--- src/rtl/pmp_pkg.sv ---
// Shared PMP constants and the cfg byte layout used by the CSR register file.
package pmp_pkg;

  localparam logic [11:0] PMPCFG0     = 12'h3A0;
  localparam logic [11:0] PMPADDR0    = 12'h3B0;
  localparam int          PMPADDR_NUM = 64;
  localparam logic [1:0]  M_MODE      = 2'b11;

  localparam int CFG_W = 1;
  localparam int CFG_R = 0;

  typedef enum logic [1:0] {
    A_OFF   = 2'd0,
    A_TOR   = 2'd1,
    A_NA4   = 2'd2,
    A_NAPOT = 2'd3
  } pmp_a_e;

  // Bit order: L=7, reserved=6:5, A=4:3, X=2, W=1, R=0
  typedef struct packed {
    logic       l;
    logic [1:0] rsvd;
    logic [1:0] a;
    logic       x;
    logic       w;
    logic       r;
  } pmp_cfg_t;

  // W=1 with R=0 is a reserved combination, so it collapses to no-write.
  function automatic pmp_cfg_t legalize_cfg(input logic [7:0] raw);
    logic [7:0] v;
    v      = raw;
    v[6:5] = 2'b00;
    if (!v[CFG_R]) v[CFG_W] = 1'b0;
    return pmp_cfg_t'(v);
  endfunction

endpackage

--- src/rtl/pmp_entry_reg.sv ---
// One PMP entry: cfg byte plus address, with lock gating and WARL legalisation.
module pmp_entry_reg
  import pmp_pkg::*;
#(
  parameter int AW = 54
) (
  input  logic          clk,
  input  logic          reset_n,
  input  logic          cfg_we,
  input  logic [7:0]    cfg_wdata,
  input  logic          addr_we,
  input  logic [AW-1:0] addr_wdata,
  input  logic          next_l,
  input  logic [1:0]    next_a,
  output pmp_cfg_t      cfg,
  output logic [AW-1:0] addr,
  output logic          changed
);

  pmp_cfg_t cfg_legal;
  logic     cfg_ok;
  logic     addr_ok;

  assign cfg_legal = legalize_cfg(cfg_wdata);
  assign cfg_ok    = cfg_we & ~cfg.l;
  // A locked TOR entry above also freezes this entry's address (its lower bound).
  assign addr_ok   = addr_we & ~cfg.l & ~(next_l & (next_a == A_TOR));
  assign changed   = (cfg_ok & (cfg_legal != cfg)) | (addr_ok & (addr_wdata != addr));

  always_ff @(posedge clk or negedge reset_n) begin
    if (!reset_n) begin
      cfg  <= '0;
      addr <= '0;
    end else begin
      if (cfg_ok)  cfg  <= cfg_legal;
      if (addr_ok) addr <= addr_wdata;
    end
  end

endmodule

--- src/rtl/csr_pmp_regs.sv ---
// Machine-mode pmpcfg/pmpaddr CSR file: write decode, lock rules, reads and update pulse.
module csr_pmp_regs
  import pmp_pkg::*;
#(
  parameter  int PMP_ENTRIES = 16,
  parameter  int XLEN        = 64,
  parameter  int PA_BITS     = 56,
  localparam int NE          = (PMP_ENTRIES == 0) ? 1 : PMP_ENTRIES,
  localparam int AW          = PA_BITS - 2
) (
  input  logic            clk,
  input  logic            reset_n,
  input  logic            StallW,
  input  logic            CSRMWriteM,
  input  logic [11:0]     CSRAdrM,
  input  logic [XLEN-1:0] CSRWriteValM,
  input  logic [1:0]      PrivilegeModeW,
  output logic [7:0]      PMPCFG_ARRAY_REGW  [NE],
  output logic [AW-1:0]   PMPADDR_ARRAY_REGW [NE],
  output logic [XLEN-1:0] CSRReadValM,
  output logic            IllegalPMPAccessM,
  output logic            PMPUpdatedM
);

  localparam int BPR = XLEN / 8;

  logic          is_cfg;
  logic          is_addr;
  logic          in_range;
  logic          commit;
  logic [3:0]    cfg_n;
  logic [5:0]    addr_i;
  int            cfg_base;

  pmp_cfg_t      cfg_q      [NE];
  logic [AW-1:0] addr_q     [NE];
  logic          cfg_we     [NE];
  logic [7:0]    cfg_wd     [NE];
  logic          addr_we    [NE];
  logic [AW-1:0] addr_wd;
  logic [NE-1:0] changed;

  assign is_cfg   = (CSRAdrM[11:4] == PMPCFG0[11:4]);
  assign is_addr  = (CSRAdrM >= PMPADDR0) && (CSRAdrM < (PMPADDR0 + 12'(PMPADDR_NUM)));
  assign in_range = is_cfg | is_addr;
  assign cfg_n    = CSRAdrM[3:0];
  assign addr_i   = 6'(CSRAdrM - PMPADDR0);
  assign cfg_base = 4 * int'(cfg_n);
  assign addr_wd  = AW'(CSRWriteValM);

  // Odd pmpcfg indices do not exist when each register carries eight bytes.
  assign IllegalPMPAccessM = in_range &
                             ((PrivilegeModeW != M_MODE) | ((XLEN == 64) & is_cfg & CSRAdrM[0]));
  assign commit = CSRMWriteM & ~StallW & ~IllegalPMPAccessM & in_range;

  always_comb begin
    for (int i = 0; i < NE; i++) begin
      cfg_we[i]  = 1'b0;
      cfg_wd[i]  = 8'h00;
      addr_we[i] = 1'b0;
      if ((PMP_ENTRIES > 0) && commit) begin
        if (is_cfg && (i >= cfg_base) && (i < cfg_base + BPR)) begin
          cfg_we[i] = 1'b1;
          cfg_wd[i] = 8'(CSRWriteValM >> (8 * (i - cfg_base)));
        end
        if (is_addr && (int'(addr_i) == i)) addr_we[i] = 1'b1;
      end
    end
  end

  for (genvar i = 0; i < NE; i++) begin : g_entry
    if (PMP_ENTRIES > 0) begin : g_impl
      logic       next_l;
      logic [1:0] next_a;
      if (i < PMP_ENTRIES - 1) begin : g_next
        assign next_l = cfg_q[i+1].l;
        assign next_a = cfg_q[i+1].a;
      end else begin : g_last
        assign next_l = 1'b0;
        assign next_a = A_OFF;
      end

      pmp_entry_reg #(.AW(AW)) u_entry (
        .clk        (clk),
        .reset_n    (reset_n),
        .cfg_we     (cfg_we[i]),
        .cfg_wdata  (cfg_wd[i]),
        .addr_we    (addr_we[i]),
        .addr_wdata (addr_wd),
        .next_l     (next_l),
        .next_a     (next_a),
        .cfg        (cfg_q[i]),
        .addr       (addr_q[i]),
        .changed    (changed[i])
      );
    end else begin : g_none
      assign cfg_q[i]   = '0;
      assign addr_q[i]  = '0;
      assign changed[i] = 1'b0;
    end

    assign PMPCFG_ARRAY_REGW[i]  = cfg_q[i];
    assign PMPADDR_ARRAY_REGW[i] = addr_q[i];
  end

  always_comb begin
    CSRReadValM = '0;
    if (PMP_ENTRIES > 0) begin
      for (int i = 0; i < NE; i++) begin
        if (is_cfg && (i >= cfg_base) && (i < cfg_base + BPR))
          CSRReadValM = CSRReadValM | (XLEN'(cfg_q[i]) << (8 * (i - cfg_base)));
        if (is_addr && (int'(addr_i) == i))
          CSRReadValM = XLEN'(addr_q[i]);
      end
    end
  end

  always_ff @(posedge clk or negedge reset_n) begin
    if (!reset_n) PMPUpdatedM <= 1'b0;
    else          PMPUpdatedM <= |changed;
  end

endmodule

--- config.mk ---
export PLATFORM = sky130hd
export DESIGN_NAME = csr_pmp_regs
export DESIGN_NICKNAME = d
export VERILOG_FILES = /design/src/rtl/pmp_pkg.sv /design/src/rtl/pmp_entry_reg.sv /design/src/rtl/csr_pmp_regs.sv
export SDC_FILE = /design/constraint.sdc
export NUM_CORES = 2
export LEC_CHECK = 0
export ABC_CLOCK_PERIOD_IN_PS = 6400
export CORE_AREA = 2 2 447 449
export CTS_CLUSTER_DIAMETER = 30
export DETAILED_ROUTE_END_ITERATION = 12
export DIE_AREA = 0 0 449 451
export DONT_BUFFER_PORTS = 1
export GPL_TIMING_DRIVEN = 0
export PLACE_DENSITY = 0.56
export SLEW_MARGIN = 0
export SYNTH_ARGS = -nofsm -noshare
export SYNTH_HDL_FRONTEND = slang
export SYNTH_HIERARCHICAL = 1
export SYNTH_SLANG_ARGS = --single-unit
--- constraint.sdc ---
create_clock -name clk -period 6.4 [get_ports clk]
set_input_delay 0.96 -clock clk [delete_from_list [all_inputs] [get_ports clk]]
set_output_delay 0.96 -clock clk [all_outputs]
set_load 0.05 [all_outputs]
== Word level (Yosys, flattened, before mapping) ==
Cells that the tools add are included.

* Flip-flop bits (word level): 961
* Input bits: 82
* Output and inout bits: 1058

* Add/subtract/negate cells: 18
* $lt $le $gt $ge: 34
* Eq/ne operators: 64
* Shift operators: 32
* Muxes and demuxes: 144
* Bitwise gates (word level): 165
* Reduce and logical (&&, ||, !) cells: 51

{| class="wikitable"
|+ Operators with widths
! cell !! count
|-
| $mux 64 || 32
|-
| $shl 8x32->64 || 16
|-
| $shr 64x32->8 || 16
|-
| $or 64x64->64 || 15
|-
| $ne 54x54->1 || 16
|-
| $mux 8 || 32
|-
| $lt 5x32->1 const A || 7
|-
| $lt 4x32->1 const A || 4
|-
| $and 1x1->1 || 99
|-
| $ne 6x6->1 || 16
|-
| $mux 1 || 80
|-
| $lt 3x32->1 const A || 2
|-
| $sub 4x6->7 const A || 8
|-
| $logic_and 1x1->1 || 49
|-
| $eq 6x5->1 const B || 8
|-
| $ge 4x6->1 const A || 8
|-
| $not 1->1 || 33
|-
| $lt 1x32->1 const A || 1
|-
| $lt 2x32->1 const A || 1
|-
| $eq 2x1->1 const B || 15
|-
| $sub 3x6->7 const A || 4
|-
| $eq 6x4->1 const B || 4
|-
| $ge 3x6->1 const A || 4
|-
| $or 1x1->1 || 18
|-
| 15 further kinds || 20
|}

== Longest topological paths before layout ==
* Depth in word-level cells: 50
* Mapped depth: 19
* Depth with buffers taken out: 15

== By module ==
Netlist, hierarchy kept.

{| class="wikitable"
|+ By module, submodules not included
! module !! instances !! cells an instance !! area each (µm²)
|-
| pmp_entry_reg || 16 || 218 || 3083.0
|-
| csr_pmp_regs || 1 || 2104 || 12647.1
|}

== Worst setup path after synthesis ==
Ideal clock, no wire load.

* Path kind: input -> output
* From: in CSRAdrM[0]
* To: out CSRReadValM[10]
* Arrival: 5645 ps
* Slack: -205 ps
* Stages: 14
* Path buffers: 5
* Path through: clkbuf_1 -> clkbuf_1 -> buf_1 -> clkbuf_1 -> nor2b_1 -> ha_1 -> nor4b_4 -> o2111a_1 -> buf_4 -> a22o_1 -> mux2i_1 -> o211ai_1 -> a21oi_1 -> o41ai_1

* Longest elaborated chain between the ends: 50
* Elaborated cells on any way between the ends: 180
* Those cells by class: add/sub (18); order compare (34); eq/ne (15); shift (16); mux (32); bitwise (15); reduce/logical (50)

{| class="wikitable"
|+ RTL lines
! item !! line !! text
|-
| from (decl) || csr_pmp_regs.sv:15 || <nowiki>input logic [11:0] CSRAdrM,</nowiki>
|-
| $add 6x4->7 / $ge 1x6->1 (equally long branches) || csr_pmp_regs.sv:110 || <nowiki>if (is_cfg && (i >= cfg_base) && (i < cfg_base + BPR))</nowiki>
|-
| $lt 1x32->1 / $logic_and 1x1->1 (equally long branches) || csr_pmp_regs.sv:110 ||
|-
| $logic_and 1x1->1 || csr_pmp_regs.sv:110 ||
|-
| $mux 64 || csr_pmp_regs.sv:110 ||
|-
| $mux 64 || csr_pmp_regs.sv:112 || <nowiki>if (is_addr && (int'(addr_i) == i))</nowiki>
|-
| $or 64x64->64 || csr_pmp_regs.sv:111 || <nowiki>CSRReadValM = CSRReadValM | (XLEN'(cfg_q[i]) << (8 * (i - cfg_base)));</nowiki>
|-
| $mux 64 || csr_pmp_regs.sv:110 ||
|-
| $mux 64 || csr_pmp_regs.sv:112 ||
|-
| [34 not listed] || - ||
|-
| $mux 64 || csr_pmp_regs.sv:110 ||
|-
| $mux 64 || csr_pmp_regs.sv:112 ||
|-
| $or 64x64->64 || csr_pmp_regs.sv:111 ||
|-
| $mux 64 || csr_pmp_regs.sv:110 ||
|-
| $mux 64 || csr_pmp_regs.sv:112 ||
|-
| $or 64x64->64 || csr_pmp_regs.sv:111 ||
|-
| $mux 64 || csr_pmp_regs.sv:110 ||
|-
| $mux 64 * || csr_pmp_regs.sv:112 ||
|-
| to (decl) || csr_pmp_regs.sv:20 || <nowiki>output logic [XLEN-1:0] CSRReadValM,</nowiki>
|}

Every way passes the cells marked *; elsewhere a longest branch is shown, timed or not.

== Worst setup path in the final report ==
* From: in CSRAdrM[6]
* To: out CSRReadValM[50]

* Longest elaborated chain between the ends: 50
* Elaborated cells on any way between the ends: 99
* Those cells by class: order compare (2); eq/ne (1); mux (32); bitwise (15); reduce/logical (49)

{| class="wikitable"
|+ RTL lines
! item !! line
|-
| parallel branches: the longest is 49 deep, another holds $ge 12x10->1 || -
|-
| $mux 64 * || csr_pmp_regs.sv:112
|}

Mark *: on every way between the ends.

==> impl_metrics.csv <==
group,metric,value,unit
outcome,status,"complete, but fails checks",
outcome,violations,"max-slew violations, negative setup slack",
layout,drive_gt1_share,31.1,%
grt,grt_pass1_wl,608,mm
sta,finalWorstSetupSlack,-248,ps
sta,post-route-period-util,104,%
routing,dr.pass1.iters,8,
die,core.rowCount,164,
layout,syn_to_final_growth,23.3,%
cts,clkSinkCount,961,
sta,finalHoldViolations,0,
grt,grt_pass1_vias,55600,
routing,viasPerCell,6.81,
sta,setup_viol,36,
die,die_h,451,um
die,die_area,0.202,mm^2
routing,vias,59600,
cts,tritoncts,"yes",
critical_path,r2r-end,"PMPUpdatedM",
sta,maxSlewViolCount,3,
sta,relSlewSlack,-87.2,%
place,hpwl,362,mm
logic_synthesis,syn_inst,5544,
sta,fmax,0.150,GHz
cts,clock-root-buffer,"clkbuf_16",
critical_path,crit_path_start_kind,"input port",
routing,ant_nets,0,
critical_path,required,5440,ps
grt,grt_max_degree,269,
cts,clkLatencyLatePin,950,ps
sta,fin_skew,51.3,ps
routing,wl_per_cell,55.1,um
sta,tns,-3240,ps
sta,finalCriticalPeriod,6650,ps
power,vdd_drop_max,305,uV
place,dp_cells,8243,
routing,drt_drc_violations_left,0,
power,leakagePower,0.0380,uW
logic_synthesis,netlist_area,0.0617,mm^2
grt,grt_overflow_total,0,
critical_path,crit_path_end_kind,"output port",
layout,fin_cells,8763,
layout,final_common_cell,"dfrtp_1",
sta,rsz0062_at_grt,"no",
critical_path,cp.arrival,5690,ps
cts,clk_pin_slew_worst_paths,40,ps
critical_path,critical_path.max_fanout,10,
sta,tightest_slew,2780,ps
die,pin_count,1140,
min_path,worstHoldPathType,"in2async",
critical_path,critPathKind,"in2out",
critical_path,reg2regPathDepth,7,
cts,cts_buffers,283,
logic_synthesis,yosysWarnings,6,
logic_synthesis,avgSynthCellArea,11.1,um^2
cts,clk_path_buf_depth,4,
die,die_width,449,um
routing,drt_iter0_drc,10200,
layout,post-route-util,38.4,%
critical_path,rrSetupSlack,2110,ps
layout,nets,5983,
place,port_buffers,0,
die,start_util,31.1,%
power,powerDensity,271,mW/mm^2
routing,wl,483,mm
cts,cts_htree_levels,5,
run,maxCapViolations,0,
power,power,20600,uW
grt,antenna_found_initial,45,
layout,layout_common_cells,"dfrtp_1 (961), xor2_1 (880), mux2_4 (608)",
grt,grt_use_total,45.7,%
die,core-area,0.198,mm^2
critical_path,crit-reg2reg-launch,"g_entry[8].g_impl.u_entry/addr[35]",
place,gp_congestion,1.06,
-- where the power goes --
group | internal, uW | leakage, uW | switching (uW)
combinational | 210 | 0.0200 | 481
sequential | 6100 | 0.0134 | 0.524
clock | 9500 | 0.00449 | 4330
-- worst max-delay path by stage --
stage | from | to | slack [ps] | cells after the start
detailed placement | CSRAdrM[0] | CSRReadValM[17] | -2280 | 14
global placement | CSRAdrM[0] | CSRReadValM[15] | -3100 | 13
floorplan | CSRAdrM[0] | CSRReadValM[10] | 10 | 14
CTS | CSRAdrM[0] | CSRReadValM[6] | -7 | 15
global route | CSRAdrM[2] | CSRReadValM[11] | 0.5 | 15
finish | CSRAdrM[6] | CSRReadValM[50] | -250 | 10
-- final cells by class --
cell class                      instances  area [um^2]
Multi-Input combinational cell       4224        36500
Inverter                               13         52.6
Clock buffer                          378         8090
Clock inverter                         93         1080
Antenna cell                           31         77.6
Fill cell                           19500       122000
Timing Repair Buffer                   48          564
Buffer                                359         2310
Sequential cell                       961        24000
Tap cell                             2656         3320
-- worst max-delay path, stage by stage --
cell and delay (ps):
buf_2 160, and4bb_2 450, and2_1 210, clkbuf_1 730, nand3_1 830, clkbuf_1 600
nor2_1 590, nor3_1 290, a211oi_1 460, nand2_2 380
-- per-layer routing --
layer / wire length [um] / global-route usage, %
met5: 507 / 1.33
met4: 45900 / 35.6
met3: 74700 / 24.8
met2: 191000 / 62.6
met1: 171000 / 52.5
-- timing repair --
action                                 CTS  global route
setup endpoints to repair               54            46
buffers inserted                        18             2
hold buffers                             1             0
endpoints found under the hold margin    1             0
resized for setup                      166            62
pin swaps                               30            16
-- sequential cells by signal, indices dropped and copies added (netlist names) --
signal	flops
g_entry.g_impl.u_entry/cfg	96
PMPUpdatedM	1
g_entry.g_impl.u_entry/addr	864
-- through the flow --
step | setup slack (ps) | area, um^2 | hold WS [ps]
global route | 0.502 | 76000 | 162
global placement | -3100 | 65100 | 788
CTS | -6.85 | 75700 | 101
floorplan | 9.70 | 61800 | 664
detailed placement | -2280 | 65600 | 665
finish | -248 | 76100 | 69.3
Note: power is estimated with default switching activity, not from simulation.
